## src/rtl/mul_arb_pkg.sv

```systemverilog
// Shared definitions for the multiplier-sharing arbiter.
//   - FSM state encoding used by mul_share_arbiter
//   - default parameter values (requester count, operand width, watchdog limit)
//   - round-robin index helper used by rr_picker
package mul_arb_pkg;

    localparam int unsigned DEF_NUM_REQ = 4;
    localparam int unsigned DEF_WIDTH   = 32;
    localparam int unsigned DEF_TIMEOUT = 40;

    typedef enum logic [2:0] {
        ST_IDLE = 3'd0,
        ST_LOAD = 3'd1,
        ST_RUN  = 3'd2,
        ST_WAIT = 3'd3,
        ST_RESP = 3'd4
    } state_t;

    // Requester index reached by stepping offs positions past ptr, wrapping at n.
    function automatic int unsigned rr_next(input int unsigned ptr,
                                            input int unsigned offs,
                                            input int unsigned n);
        return (ptr + offs) % n;
    endfunction

endpackage : mul_arb_pkg

```

## src/rtl/mul_share_arbiter_rr_picker.sv

```systemverilog
// Combinational round-robin priority select.
// Ports:
//   req      - request vector, one bit per requester
//   ptr      - index of the last granted requester; search starts at ptr+1
//   grant_c  - one-hot grant (all zero when no request)
//   idx_c    - binary index of the granted requester
//   any_c    - at least one request present
module rr_picker
    import mul_arb_pkg::*;
#(
    parameter int unsigned NUM_REQ = DEF_NUM_REQ,
    parameter int unsigned IDX_W   = 2
) (
    input  logic [NUM_REQ-1:0] req,
    input  logic [IDX_W-1:0]   ptr,
    output logic [NUM_REQ-1:0] grant_c,
    output logic [IDX_W-1:0]   idx_c,
    output logic               any_c
);

    // Walk ptr+1 .. ptr+NUM_REQ (wrapping) and keep the first requester found;
    // the last position visited is ptr itself, so it has lowest priority.
    always_comb begin
        grant_c = '0;
        idx_c   = '0;
        any_c   = 1'b0;
        for (int unsigned i = 1; i <= NUM_REQ; i++) begin
            int unsigned j;
            j = rr_next(32'(ptr), i, NUM_REQ);
            if (!any_c && req[j]) begin
                any_c      = 1'b1;
                grant_c[j] = 1'b1;
                idx_c      = IDX_W'(j);
            end
        end
    end

endmodule : rr_picker

```

## src/rtl/mul_share_arbiter.sv

```systemverilog
// Shares one iterative multiplier between NUM_REQ requesters.
// A round-robin winner's operands are latched, the multiplier is loaded and run,
// and the 2*WIDTH-bit product is returned to that requester on a shared bus.
//
// Build option: define MUL_ARB_WATCHDOG_EN to abort a job that waits TIMEOUT
// cycles for mul_ready; the response then carries product 0 with resp_err=1.
// Without it WAIT blocks until mul_ready and resp_err stays 0.
//
// Ports:
//   clk, Reset                 - clock (rising edge), async active-low reset
//   req_valid/req_ready        - per-requester request; req_ready is a one-hot accept
//   req_mcand/req_mplier       - packed operands, requester i at [i*WIDTH +: WIDTH]
//   resp_valid/resp_ready      - one-hot result valid to the owner, owner's accept
//   resp_product, resp_err     - shared result bus, qualified by resp_valid
//   mul_mcand/mul_mplier       - latched operands to the multiplier
//   mul_load, mul_run          - multiplier load pulse and run level
//   mul_ready, mul_product     - multiplier done flag and product
module mul_share_arbiter
    import mul_arb_pkg::*;
#(
    parameter int unsigned NUM_REQ = DEF_NUM_REQ,
    parameter int unsigned WIDTH   = DEF_WIDTH,
    parameter int unsigned TIMEOUT = DEF_TIMEOUT
) (
    input  logic                     clk,
    input  logic                     Reset,
    input  logic [NUM_REQ-1:0]       req_valid,
    output logic [NUM_REQ-1:0]       req_ready,
    input  logic [NUM_REQ*WIDTH-1:0] req_mcand,
    input  logic [NUM_REQ*WIDTH-1:0] req_mplier,
    output logic [NUM_REQ-1:0]       resp_valid,
    input  logic [NUM_REQ-1:0]       resp_ready,
    output logic [2*WIDTH-1:0]       resp_product,
    output logic                     resp_err,
    output logic [WIDTH-1:0]         mul_mcand,
    output logic [WIDTH-1:0]         mul_mplier,
    output logic                     mul_load,
    output logic                     mul_run,
    input  logic                     mul_ready,
    input  logic [2*WIDTH-1:0]       mul_product
);

    localparam int unsigned IDX_W = (NUM_REQ > 1) ? $clog2(NUM_REQ) : 1;

    // Elaboration-time parameter sanity checks.
    if (NUM_REQ < 2 || NUM_REQ > 8) begin : g_bad_num_req
        $error("mul_share_arbiter: NUM_REQ must be 2..8");
    end
    if (TIMEOUT < 1) begin : g_bad_timeout
        $error("mul_share_arbiter: TIMEOUT must be at least 1");
    end

    state_t              state_q;
    state_t              state_d;
    logic                req_en_q;
    logic [IDX_W-1:0]    rr_ptr_q;
    logic [NUM_REQ-1:0]  owner_oh_q;
    logic                grant_en;
    logic                wd_expire;

    logic [NUM_REQ-1:0]  pick_grant_c;
    logic [IDX_W-1:0]    pick_idx_c;
    logic                pick_any_c;
    logic [WIDTH-1:0]    sel_mcand;
    logic [WIDTH-1:0]    sel_mplier;

    // Round-robin select among current requests, starting after the last winner.
    rr_picker #(
        .NUM_REQ (NUM_REQ),
        .IDX_W   (IDX_W)
    ) u_rr_picker (
        .req     (req_valid),
        .ptr     (rr_ptr_q),
        .grant_c (pick_grant_c),
        .idx_c   (pick_idx_c),
        .any_c   (pick_any_c)
    );

    // One-hot operand mux for the candidate winner.
    always_comb begin
        sel_mcand  = '0;
        sel_mplier = '0;
        for (int unsigned i = 0; i < NUM_REQ; i++) begin
            if (pick_grant_c[i]) begin
                sel_mcand  = req_mcand[i*WIDTH +: WIDTH];
                sel_mplier = req_mplier[i*WIDTH +: WIDTH];
            end
        end
    end

`ifdef MUL_ARB_WATCHDOG_EN
    localparam int unsigned CNT_W = $clog2(TIMEOUT + 1);

    logic [CNT_W-1:0] wd_cnt_q;

    // Fires on the TIMEOUT-th consecutive WAIT cycle without mul_ready.
    assign wd_expire = (state_q == ST_WAIT) && !mul_ready &&
                       (wd_cnt_q == CNT_W'(TIMEOUT - 1));

    // Watchdog counter: runs only in WAIT, cleared in every other state.
    always_ff @(posedge clk or negedge Reset) begin
        if (!Reset) begin
            wd_cnt_q <= '0;
        end else if (state_q != ST_WAIT) begin
            wd_cnt_q <= '0;
        end else if (!mul_ready && !wd_expire) begin
            wd_cnt_q <= wd_cnt_q + CNT_W'(1);
        end
    end
`else
    assign wd_expire = 1'b0;
`endif

    // FSM state register.
    always_ff @(posedge clk or negedge Reset) begin
        if (!Reset) begin
            state_q <= ST_IDLE;
        end else begin
            state_q <= state_d;
        end
    end

    // Next-state logic and the combinational accept.
    // req_ready must answer req_valid in the same cycle, so it is decoded here;
    // req_en_q keeps it low until the first clock after reset release.
    always_comb begin
        state_d   = state_q;
        req_ready = '0;
        grant_en  = 1'b0;
        case (state_q)
            ST_IDLE: begin
                if (req_en_q && pick_any_c) begin
                    grant_en  = 1'b1;
                    req_ready = pick_grant_c;
                    state_d   = ST_LOAD;
                end
            end
            ST_LOAD: state_d = ST_RUN;
            ST_RUN:  state_d = ST_WAIT;
            ST_WAIT: begin
                if (mul_ready || wd_expire) begin
                    state_d = ST_RESP;
                end
            end
            ST_RESP: begin
                if (resp_ready[rr_ptr_q]) begin
                    state_d = ST_IDLE;
                end
            end
            default: state_d = ST_IDLE;
        endcase
    end

    // Registered outputs, decoded from the next state so they line up with it.
    always_ff @(posedge clk or negedge Reset) begin
        if (!Reset) begin
            req_en_q   <= 1'b0;
            mul_load   <= 1'b0;
            mul_run    <= 1'b0;
            resp_valid <= '0;
        end else begin
            req_en_q   <= 1'b1;
            // Timeout reuses the load pulse to quiesce the multiplier.
            mul_load   <= (state_d == ST_LOAD) || wd_expire;
            mul_run    <= (state_d == ST_RUN) || (state_d == ST_WAIT);
            resp_valid <= (state_d == ST_RESP) ? owner_oh_q : '0;
        end
    end

    // Job context: winner, operands and result.
    // rr_ptr_q doubles as the owner index of the job in flight.
    always_ff @(posedge clk or negedge Reset) begin
        if (!Reset) begin
            rr_ptr_q     <= IDX_W'(NUM_REQ - 1);
            owner_oh_q   <= '0;
            mul_mcand    <= '0;
            mul_mplier   <= '0;
            resp_product <= '0;
            resp_err     <= 1'b0;
        end else begin
            if (grant_en) begin
                rr_ptr_q   <= pick_idx_c;
                owner_oh_q <= pick_grant_c;
                mul_mcand  <= sel_mcand;
                mul_mplier <= sel_mplier;
            end
            if (state_q == ST_WAIT && mul_ready) begin
                resp_product <= mul_product;
                resp_err     <= 1'b0;
            end else if (wd_expire) begin
                resp_product <= '0;
                resp_err     <= 1'b1;
            end
        end
    end

endmodule : mul_share_arbiter

```

## config.mk

```make
export PLATFORM = sky130hd
export DESIGN_NAME = mul_share_arbiter
export DESIGN_NICKNAME = d
export VERILOG_FILES = /design/src/rtl/mul_arb_pkg.sv /design/src/rtl/mul_share_arbiter_rr_picker.sv /design/src/rtl/mul_share_arbiter.sv
export SDC_FILE = /design/constraint.sdc
export NUM_CORES = 1
export LEC_CHECK = 0
export ABC_CLOCK_PERIOD_IN_PS = 8900
export CAP_MARGIN = 20
export CORE_AREA = 3 3 184 186
export DETAILED_ROUTE_END_ITERATION = 10
export DIE_AREA = 0 0 187 189
export PLACE_DENSITY_LB_ADDON = 0.3
export REMOVE_ABC_BUFFERS = 1
export SLEW_MARGIN = 20
export SYNTH_ARGS = -nofsm -noshare
export SYNTH_HDL_FRONTEND = slang
export SYNTH_SLANG_ARGS = --single-unit
```

## constraint.sdc

```tcl
create_clock -name clk -period 8.9 [get_ports clk]
set_input_delay 1.78 -clock clk [delete_from_list [all_inputs] [get_ports clk]]
set_output_delay 1.78 -clock clk [all_outputs]
set_load 0.03 [all_outputs]
```

Yosys cells after proc, flatten, opt, wreduce, memory -nomap -nowiden
Cells that the tools add are included.
- ROM bits: 0
- bits in writable memories: 0
- output and inout bits: 139
- word-level logic and storage cells: 95
- register bits: 144
- memories kept: 0
- bits in latches: 0
- reduce and logical (&&, ||, !) cells: 14
- eq/ne operators: 8
- divide/modulo/power cells: 0
- bitwise gates (word level): 3
- multipliers: 0
- shifts and indexed selects: 0
- muxes and demuxes: 47
- add/subtract/negate cells: 4
- order comparisons: 9
- operators with widths (cell ; count):
    2-to-1 mux 32 bit ; 8
    2-to-1 mux 4 bit ; 7
    less-than comparator 2 x 3 -> 1 bit (second input constant) ; 5
    2-to-1 mux 1 bit ; 15
    case mux 3 bit (5 select lines) ; 1
    equality test 3 x 2 -> 1 bit (second input constant) ; 4
    bitwise OR 4 bit ; 3
    binary-select mux 1 bit (select 2 bit) ; 5
    logical AND 1 bit ; 9
    2-to-1 mux 3 bit ; 3
    demux 1 bit (select 2 bit) ; 4
    >= comparator 2 x 1 -> 1 bit (second input constant) ; 4
    2-to-1 mux 2 bit ; 4
    equality test 3 x 1 -> 1 bit (second input constant) ; 2
    equality test 3 bit (second input constant) ; 2
    adder 2 x 1 -> 2 bit (second input constant) ; 2
    adder 2 bit (second input constant) ; 2
    zero test 1 bit ; 3
    zero test 3 bit ; 1
    logical OR 1 bit ; 1

Depth between registers and ports, before layout
Gate-level depths: netlist of the first run.
- depth in word-level cells: 18
- depth in mapped cells: 12
- gate-level depth less buffers: 8

Hierarchy
From an unflattened synthesis of the first run, not the netlist that was laid out.
- cells, all modules: 794
- area, all modules: 8914.8 um^2
- modules (own cells, without submodules) (module ; area an instance (um^2) ; instances ; cells each):
    mul_share_arbiter ; 8285.4 ; 1 ; 708
    rr_picker ; 629.4 ; 1 ; 86

Worst setup path before layout of the first run
Ideal clock, no wire load.
- kind: input-to-output
- start: in req_valid[3]
- end: out req_ready[3]
- stages: 8
- arrival: 3.600 ns
- path buffers: 3
- setup slack: 3.520 ns
- cell sequence: buf_6 -> or3b_4 -> a2111oi_4 -> or2_2 -> o2bb2ai_2 -> buf_6 -> buf_2 -> and2_1
- cells in the longest elaborated chain, start to end: 15
- elaborated cells on any way between the ends: 28
- those cells by class: mux (18); bitwise (3); reduce/logical (7)
- ends and longest elaborated chain (element ; RTL line ; RTL):
    start: declaration ; mul_share_arbiter.sv:27 ; input logic [NUM_REQ-1:0] req_valid,
    binary-select mux 1 bit (select 2 bit) ; mul_share_arbiter_rr_picker.sv:30 ; if (!any_c && req[j]) begin
    2-to-1 mux 1 bit (not written as such) ; mul_share_arbiter_rr_picker.sv:30 ;
    2-to-1 mux 1 bit ; mul_share_arbiter_rr_picker.sv:30 ;
    zero test 1 bit ; mul_share_arbiter_rr_picker.sv:30 ;
    logical AND 1 bit ; mul_share_arbiter_rr_picker.sv:30 ;
    2-to-1 mux 1 bit ; mul_share_arbiter_rr_picker.sv:30 ;
    zero test 1 bit ; mul_share_arbiter_rr_picker.sv:30 ;
    logical AND 1 bit ; mul_share_arbiter_rr_picker.sv:30 ;
    2-to-1 mux 1 bit ; mul_share_arbiter_rr_picker.sv:30 ;
    zero test 1 bit ; mul_share_arbiter_rr_picker.sv:30 ;
    logical AND 1 bit ; mul_share_arbiter_rr_picker.sv:30 ;
    2-to-1 mux 1 bit ; mul_share_arbiter_rr_picker.sv:30 ;
    logical AND 1 bit ; mul_share_arbiter.sv:132 ; if (req_en_q && pick_any_c) begin
    2-to-1 mux 4 bit * ; mul_share_arbiter.sv:132 ;
    2-to-1 mux 4 bit * ; mul_share_arbiter.sv:130 ; case (state_q)
    end: declaration ; mul_share_arbiter.sv:28 ; output logic [NUM_REQ-1:0] req_ready,
Mark *: on every way between the ends. The rest lies on a longest branch, timed or not. The select of a mux whose other input is x is not followed.

Final worst setup path of the first run
- start: in req_valid[3]
- end: out req_ready[1]
Same word-level chain as after synthesis.

==> results of run 1 <==
## layer usage
layer / track usage [%] / up-vias / share of wire [%]
li1: - / 4113 / -
met1: 25.8 / 4352 / 40
met2: 37.6 / 396 / 50
met3: 7.00 / 32 / 8.3
met4: 5.26 / 2 / 1.7
met5: 0 / - / 0.044
## cells in the mapped netlist (all sizes together), types with 5 or more instances
cell type,n
o31ai,65
a31oi,64
a21boi,64
inv,67
mux2,65
o2bb2ai,66
ha,8
nand3b,5
clkbuf,34
nor2,72
and2,9
o211ai,64
buf,64
nand2,70
o21ai,5
dfrtp,142
## how the worst min path moves through the flow
stage                                            to  slack, ps  cells after the start
after global routing      owner_oh_q[2]$_DFFE_PN0P_        480                      1
after floorplan           owner_oh_q[0]$_DFFE_PN0P_        440                      1
after global placement    owner_oh_q[0]$_DFFE_PN0P_        450                      1
after CTS                 owner_oh_q[0]$_DFFE_PN0P_        470                      1
after detailed placement  owner_oh_q[0]$_DFFE_PN0P_        460                      1
final                     owner_oh_q[2]$_DFFE_PN0P_        470                      1
## placed cells by master (no fill, tap or decap), types with 10 or more instances in the layout
cell             netlist  final
clkdlybuf4s50_1        0    467
dfrtp_1              142    142
nor2_1                71     71
nand2_1               70     70
inv_1                 66     66
mux2_2                65     65
o31ai_1               65     65
o2bb2ai_1             65     64
a31oi_1               64     64
a21boi_0              54     54
o211ai_2              50     50
clkbuf_16              0     17
o211ai_1              14     14
buf_4                  8     14
a21boi_1              10     10
## power breakdown
part / switching (mW) / internal, mW / total [mW]
combinational: 2.17 / 1.43 / 3.60
sequential: 0.193 / 0.987 / 1.18
clock: 0.322 / 0.456 / 0.778
total: 2.68 / 2.88 / 5.56
## through the flow
step	util, %	std cells
global placement	42.7	1728
floorplan	-	804
CTS	44.6	1759
detailed placement	42.7	1728
finish	44.6	1759
global route	44.6	1759
## cell families after synthesis
logic type | synth area share [%]
flip-flops | 39.7
other | 0.0828
adder cells (fa/ha/maj) | 1.10
AND/OR/NAND/NOR | 7.60
multiplexers | 9.28
AO/OA/AOI/OAI | 32.4
XOR/XNOR | 0.0965
buffers and inverters | 9.74
## area by class of cell
type	instances	area (um^2)	area share, %
Timing Repair Buffer	482	4790	33.1
Multi-Input combinational cell	593	4670	32.2
Sequential cell	144	3610	24.9
Tap cell	442	553	3.82
Clock buffer	18	439	3.03
Inverter	67	251	1.74
Clock inverter	13	178	1.23
## state kept, by name, indices dropped and copies added, names as in the netlist
register,flops
mul_mcand,32
resp_valid,4
mul_run,1
state_q,3
req_en_q,1
resp_product,64
rr_ptr_q,2
owner_oh_q,4
mul_load,1
mul_mplier,32
==> results_dict.tcl, run 1 <==
set metrics [dict create \
    powerDensity_mw_per_mm2 384 \
    crit_buf_inv 2 \
    total_power_mw 5.56 \
    regToRegStartpoint "rr_ptr_q[0]$_DFFE_PN1P_" \
    clock_latency_ps 430 \
    worst_ep_arrival_time_ps 5360 \
    die_height_um 189 \
    synth_edf_count 0 \
    rsz0062_at_grt "false" \
    firstDrtPassIters 5 \
    critPathRequiredTime_ps 7120 \
    cp_max_fo 65 \
    die_x_um 187 \
    setup_ws_ps 1760 \
    finalHoldViolations 0 \
    route.detailed.drc 0 \
    status "finished, final reports clean" \
    tightest_slew_ps 1090 \
    ys_warn_count 0 \
    p_leak_nw 5.74 \
    die_area_mm2 0.0353 \
    crit_end "req_ready[1]" \
    grt_pass1_wl_um 59000 \
    r2r_cells 10 \
    htree_num_levels 4 \
    vias 8895 \
    cts.path.max_buffers 2 \
    drt_iter0_drc 459 \
    setup_viol 0 \
    start_kind "input port" \
    synth_top_cell_by_area "dfrtp_1" \
    cts_tree "yes" \
    ios 470 \
    first_global_vias 9221 \
    max_stage_delay_ps 760 \
    ant_nets 0 \
    ys.flop_type "dfrtp_1" \
    yosysSeqAreaShare_pct 39.7 \
    crit_cells 6 \
    path_cells "clkdlybuf4s50_1 > mux4_2 > and2_4 > or3_4 > and2_1 > clkdlybuf4s50_1" \
    cts_root_buffer "clkbuf_16" \
    critical_path_class "input port to output pin" \
    cp-end-kind "output pin" \
    synth_top_area_share_pct 39.2 \
    crit_top_cell "clkdlybuf4s50_1" \
    placed_cell_area_mm2 0.0139 \
    tns_ps 0 \
    netlist_instances 902 \
    clk_pin_slew_worst_paths_ps 60 \
    vdd.ir_drop.worst_uv 228 \
    fin_skew_ps 15.4 \
    cts_made_buffers 17 \
    finalCritPeriodShare_pct 80.2 \
    fp-row-count 66 \
    syn_to_final_growth_pct 59.6 \
    gp_congestion 0.846 \
    crit_slowest_cell "and2_4" \
    yosysUniqueCellTypes 49 \
    viasPerCell 5.06 \
    cap_violations 0 \
    drv_slew 0 \
    syn_avg_cell_area_um2 10.1 \
    finalWirelength_um 38700 \
    fillers 3140 \
    min-delay-path-class "register to register" \
    cts_num_sinks 144 \
    n_antenna_cell 0 \
    synth.area.top_cells "dfrtp_1, mux2_2, o211ai_2, o2bb2ai_1, o31ai_1" \
    rr_endpoint "mul_mplier[1]$_DFFE_PN0P_" \
    fmax_mhz 140 \
    syn_area_mm2 0.00907 \
    cp-startpoint "req_valid[3]" \
    pre_cts_slack_ps 1740 \
    grt_max_degree 78 \
    dp_hpwl_um 26900 \
    post_cts_buffers 0 \
    slew_headroom_pct 27.3 \
    port-buffer-count 468 \
    wl_per_cell_um 22.0 \
    hold_buffers 0 \
    start_util_pct 28.0 \
    antenna_found_initial 1 \
    cts-resized-gates 0 \
    ys_ff_latch 144 \
    core_mm2 0.0325 \
    final_area_mm2 0.0145 \
    async_reset_ff_share_pct 100 \
    drive_gt1_share_pct 14.0 \
    regToRegSetupSlack_ps 4030 \
    hold_slack_ps 470 \
    grt_util_all_layers_pct 21.5 \
    worstHoldStart "owner_oh_q[2]$_DFFE_PN0P_" \
    fin_nets 1644 \
    fin_crit_ps 7140 \
    crit_family "simple AND/OR/NAND/NOR gates" \
    grt.overflow.total 0 \
]
Note: power is estimated with default switching activity, not from simulation.
==> run 2: changes to the inputs <==
--- a/config.mk
+++ b/config.mk
@@ -5,7 +5,7 @@
 export SDC_FILE = /design/constraint.sdc
 export NUM_CORES = 1
 export LEC_CHECK = 0
-export ABC_CLOCK_PERIOD_IN_PS = 8900
+export ABC_CLOCK_PERIOD_IN_PS = 6300
 export CAP_MARGIN = 20
 export CORE_AREA = 3 3 184 186
 export DETAILED_ROUTE_END_ITERATION = 10
==> constraint.sdc (replaced) <==
create_clock -name clk -period 6.3 [get_ports clk]
set_input_delay 1.26 -clock clk [delete_from_list [all_inputs] [get_ports clk]]
set_output_delay 1.26 -clock clk [all_outputs]
set_load 0.03 [all_outputs]
==> run 2 against run 1 <==
  * Clock power grew 34%
  * Core utilization is essentially flat
  * Setup slack lost 950 ps
  * Sequential power grew 42%
  * Critical path depth grew 1
  * Critical path type unchanged
  * Critical endpoint is now req_ready[3]
  * Largest cell class unchanged
==> results_dict.tcl, run 2 (synthesized netlist as in run 1, its figures left out) <==
set metrics [dict create \
    status "finished, final reports clean" \
    internal_power_mw 4.03 \
    largest_reg_flops 64 \
    cts_root_buffer "clkbuf_16" \
    fp-row-count 66 \
    multiInputGateArea_mm2 0.00467 \
    gp_congestion 0.798 \
    cts.path.max_buffers 2 \
    mostFrequentLayoutCells "clkdlybuf4s50_1, dfrtp_1, nor2_1" \
    tightest_slew_ps 965 \
    setup_ws_ps 811 \
    firstDrtPassIters 5 \
    cts_tree "yes" \
    drive_gt1_share_pct 14.2 \
    combPwrFrac_pct 65.4 \
    first_global_vias 9434 \
    grt_util_all_layers_pct 21.8 \
    start_kind "input port" \
    drt_iter0_drc 355 \
    dpl.cell_count 1732 \
    htree_num_levels 4 \
    vdd.ir_drop.worst_uv 298 \
    port-buffer-count 468 \
    die_x_um 187 \
    fmax_mhz 182 \
    slew_headroom_pct 35.5 \
    pwr-share-seq_pct 21.3 \
    cp-end-kind "output pin" \
    p_leak_nw 5.74 \
    p_switching_mw 3.82 \
    die_height_um 189 \
    worst_ep_arrival_time_ps 4230 \
    clkPwrFrac_pct 13.3 \
    stdcell_count 1763 \
    post_cts_buffers 0 \
    clk_pin_slew_worst_paths_ps 60 \
    setup_viol 0 \
    layout_commonest_cell "clkdlybuf4s50_1" \
    start_util_pct 28.0 \
    cts_made_buffers 17 \
    vias 9015 \
    viasPerCell 5.11 \
    fillers 3145 \
    grt.overflow.total 0 \
    cts-resized-gates 0 \
    route.detailed.drc 0 \
    ant_nets 0 \
    largestRegisters "resp_product x64, mul_mcand x32, mul_mplier x32" \
    pre_cts_slack_ps 780 \
    powerDensity_mw_per_mm2 542 \
    finalCritPeriodShare_pct 87.1 \
    fin_crit_ps 5490 \
    clock_latency_ps 420 \
    seq_area_mm2 0.00361 \
    critical_path_class "input port to output pin" \
    cts_num_sinks 144 \
    hold_buffers 0 \
    cp_max_fo 10 \
    rsz0062_at_grt "false" \
    hold_slack_ps 471 \
    antenna_found_initial 0 \
    regMostFlops "resp_product" \
    die_area_mm2 0.0353 \
    fin_nets 1648 \
    cap_violations 0 \
    swShare_pct 48.6 \
    min-delay-path-class "register to register" \
    n_antenna_cell 0 \
    critPathRequiredTime_ps 5040 \
    core_mm2 0.0325 \
    dp_hpwl_um 27200 \
    fin_skew_ps 12.5 \
    finalWirelength_um 39400 \
    grt_max_degree 73 \
    wl_per_cell_um 22.3 \
    grt_pass1_wl_um 59600 \
    drv_slew 0 \
    syn_to_final_growth_pct 59.8 \
    ios 470 \
    finalHoldViolations 0 \
]
## run 2: cell types whose count changed in the layout (fill, tap and decap cells not counted), sizes merged
| cell | before | now |
|---|---|---|
| clkinvlp | 0 | 2 |
| inv | 72 | 71 |
| clkdlybuf4s50 | 467 | 466 |
| buf | 15 | 20 |
| bufinv | 3 | 2 |
| clkinv | 5 | 3 |
| clkbuf | 18 | 20 |
## run 2: final timing paths
check | slack (ps) | cells after the start | from | to
max in group asynchronous | 4300 | 2 | Reset | mul_mplier[1]$_DFFE_PN0P_
worst max register to register | 1810 | 10 | rr_ptr_q[0]$_DFFE_PN1P_ | mul_mplier[27]$_DFFE_PN0P_
min in group asynchronous | 710 | 1 | Reset | resp_product[62]$_DFFE_PN0P_
worst max-delay path | 810 | 7 | req_valid[2] | req_ready[3]
worst min register to register | 470 | 1 | owner_oh_q[0]$_DFFE_PN0P_ | owner_oh_q[0]$_DFFE_PN0P_
worst min-delay path | 470 | 1 | owner_oh_q[0]$_DFFE_PN0P_ | owner_oh_q[0]$_DFFE_PN0P_
## run 2: metrics by stage
stage / area, um^2 / TNS [ps] / util [%] / power (mW)
after global routing: 14500 / 0 / 44.7 / 8.33
after floorplan: 8440 / -33830 / - / 4.74
final: 14500 / 0 / 44.7 / 7.85
after global placement: 13900 / 0 / 42.9 / 6.82
after CTS: 14500 / 0 / 44.7 / 7.95
after detailed placement: 13900 / 0 / 42.9 / 6.88
## run 2: cell type report
cell class	count	area share (%)
Inverter	67	1.73
Clock inverter	11	0.889
Timing Repair Buffer	486	33.4
Sequential cell	144	24.9
Tap cell	442	3.81
Multi-Input combinational cell	593	32.2
Clock buffer	20	3.08
## run 2: critical path, stage by stage
cell	delay [ps]
clkdlybuf4s50_1	740
or3b_4	450
a2111oi_4	420
or2_2	270
o2bb2ai_4	130
and2_1	220
clkdlybuf4s50_1	730
## run 2: power by group through the flow
stage	Clock [mW]	Combinational [mW]	Sequential (mW)
4_1_cts	1.07	5.21	1.67
5_1_grt	1.11	5.49	1.73
3_5_place_dp	0	5.20	1.68
3_3_place_gp	0	5.15	1.67
2_1_floorplan	0	2.24	2.50
6_report	1.04	5.14	1.67
## run 2: routing by layer
layer	vias to the layer above	global-route usage (%)	wire length [um]
li1	4118	-	-
met1	4462	26.3	15900
met2	406	38.3	19600
met3	29	6.57	3260
met4	0	5.21	587
met5	-	0	0
==> run 3: changes to the inputs <==
--- a/config.mk
+++ b/config.mk
@@ -10,7 +10,6 @@
 export CORE_AREA = 3 3 184 186
 export DETAILED_ROUTE_END_ITERATION = 10
 export DIE_AREA = 0 0 187 189
-export PLACE_DENSITY_LB_ADDON = 0.3
 export REMOVE_ABC_BUFFERS = 1
 export SLEW_MARGIN = 20
 export SYNTH_ARGS = -nofsm -noshare
==> run 3 against run 2 <==
  * Clock skew increased by 1.9 ps
  * Sequential share of layout area about the same
  * Final area increased by 0.16%
  * Die area unchanged
  * Count of clock-buffer cells in the layout decreased by 2
  * Critical endpoint unchanged
  * Largest cell class unchanged
==> results_dict.tcl, run 3 (synthesized netlist as in run 1, its figures left out) <==
set metrics [dict create \
    status "finished, final reports clean" \
    powerDensity_mw_per_mm2 539 \
    p_switching_mw 3.80 \
    rsz0062_at_grt "false" \
    regMostFlops "resp_product" \
    seq_area_mm2 0.00361 \
    dpl.cell_count 1732 \
    cts.path.max_buffers 2 \
    syn_to_final_growth_pct 60.0 \
    max_stage_delay_ps 750 \
    die_x_um 187 \
    drv_slew 0 \
    critPathRequiredTime_ps 5040 \
    grt_pass1_wl_um 58700 \
    cts_tree "yes" \
    worst_ep_arrival_time_ps 4200 \
    vias 9009 \
    clk_pin_slew_worst_paths_ps 60 \
    combPwrFrac_pct 65.3 \
    pwr-share-seq_pct 21.3 \
    grt_max_degree 102 \
    slew_headroom_pct 31.3 \
    fp-row-count 66 \
    start_kind "input port" \
    stdcell_count 1765 \
    firstDrtPassIters 5 \
    finalHoldViolations 0 \
    vdd.ir_drop.worst_uv 400 \
    grt.overflow.total 0 \
    multiInputGateArea_mm2 0.00467 \
    finalCritPeriodShare_pct 86.6 \
    largestRegisters "resp_product x64, mul_mcand x32, mul_mplier x32" \
    cp_max_fo 10 \
    fin_skew_ps 14.3 \
    hold_buffers 0 \
    first_global_vias 9291 \
    post_cts_buffers 0 \
    crit_buf_inv 2 \
    wl_per_cell_um 21.9 \
    cts_root_buffer "clkbuf_16" \
    path_cells "clkdlybuf4s50_1 > or3b_4 > a2111oi_4 > or2_2 > o2bb2ai_4 > and2_1 > clkdlybuf4s50_1" \
    cts_num_sinks 144 \
    setup_viol 0 \
    ios 470 \
    layout_commonest_cell "clkdlybuf4s50_1" \
    fin_nets 1648 \
    die_height_um 189 \
    viasPerCell 5.10 \
    start_util_pct 28.0 \
    cp-end-kind "output pin" \
    core_mm2 0.0325 \
    dp_hpwl_um 26400 \
    min-delay-path-class "register to register" \
    clkPwrFrac_pct 13.4 \
    tightest_slew_ps 1030 \
    cap_violations 0 \
    swShare_pct 48.6 \
    gp_congestion 0.857 \
    fmax_mhz 183 \
    crit_top_cell "clkdlybuf4s50_1" \
    internal_power_mw 4.02 \
    finalWirelength_um 38600 \
    cts-resized-gates 0 \
    fin_crit_ps 5460 \
    drt_iter0_drc 429 \
    port-buffer-count 468 \
    grt_util_all_layers_pct 21.4 \
    drive_gt1_share_pct 14.4 \
    largest_reg_flops 64 \
    die_area_mm2 0.0353 \
    total_power_mw 7.82 \
    htree_num_levels 4 \
    critical_path_class "input port to output pin" \
    crit_family "buffers and inverters" \
    cts_made_buffers 17 \
    mostFrequentLayoutCells "clkdlybuf4s50_1, dfrtp_1, nor2_1" \
    ant_nets 0 \
    fillers 3142 \
    crit_slowest_cell "clkdlybuf4s50_1" \
    route.detailed.drc 0 \
    p_leak_nw 5.75 \
    clock_latency_ps 430 \
    antenna_found_initial 1 \
]
[run 3: metal layers]
metal / track usage [%] / share of wire [%] / vias up
met5: 0 / 0 / -
met3: 6.48 / 8.6 / 64
met2: 35.8 / 48 / 448
met4: 8.32 / 3.5 / 0
met1: 26.0 / 40 / 4377
li1: - / - / 4120
[run 3: worst paths after layout]
path / startpoint / end / slack, ps / depth (start not counted)
setup / recovery: req_valid[2] / req_ready[3] / 840 / 7
hold / removal: owner_oh_q[0]$_DFFE_PN0P_ / owner_oh_q[0]$_DFFE_PN0P_ / 470 / 1
setup reg to reg: rr_ptr_q[0]$_DFFE_PN1P_ / mul_mcand[24]$_DFFE_PN0P_ / 1730 / 10
hold reg to reg: owner_oh_q[0]$_DFFE_PN0P_ / owner_oh_q[0]$_DFFE_PN0P_ / 470 / 1
max in group asynchronous: Reset / mul_mplier[18]$_DFFE_PN0P_ / 4210 / 2
min in group asynchronous: Reset / resp_product[23]$_DFFE_PN0P_ / 900 / 1
[run 3: worst reg2reg max path, stage by stage, from the launching register on]
cell and delay [ps]:
dfstp_2 750, inv_1 210, ha_1 530, mux4_2 610, nor2b_1 180, a221oi_2 330, o2bb2ai_4 90, buf_4 350
nor2_4 890, buf_12 310, a31oi_1 180
[run 3: cell type report]
class | count | area share, %
repair buffers | 486 | 33.4
multi-input cells | 593 | 32.1
flip-flops and latches | 144 | 24.8
well taps | 442 | 3.81
clock buffers | 18 | 3.02
inverters | 67 | 1.73
clock inverters | 14 | 1.00
diodes | 1 | 0.0172
[run 3: power groups by stage]
stage	logic [mW]	registers, mW	clock network, mW
CTS	5.18	1.67	1.07
floorplan	2.24	2.50	0
detailed placement	5.17	1.68	0
global route	5.47	1.73	1.11
global placement	5.13	1.67	0
finish	5.11	1.66	1.05
[run 3: through the flow]
stage               hold slack [ps]  instance area [um^2]  setup WS [ps]  util (%)  TNS [ps]
CTS                             477                 14500            802      44.7         0
global placement                456                 13900            880      42.9         0
floorplan                       441                  8440          -1670         -    -33830
finish                          475                 14500            842      44.7         0
detailed placement              462                 13900            817      42.9         0
global route                    499                 14500            714      44.7         0
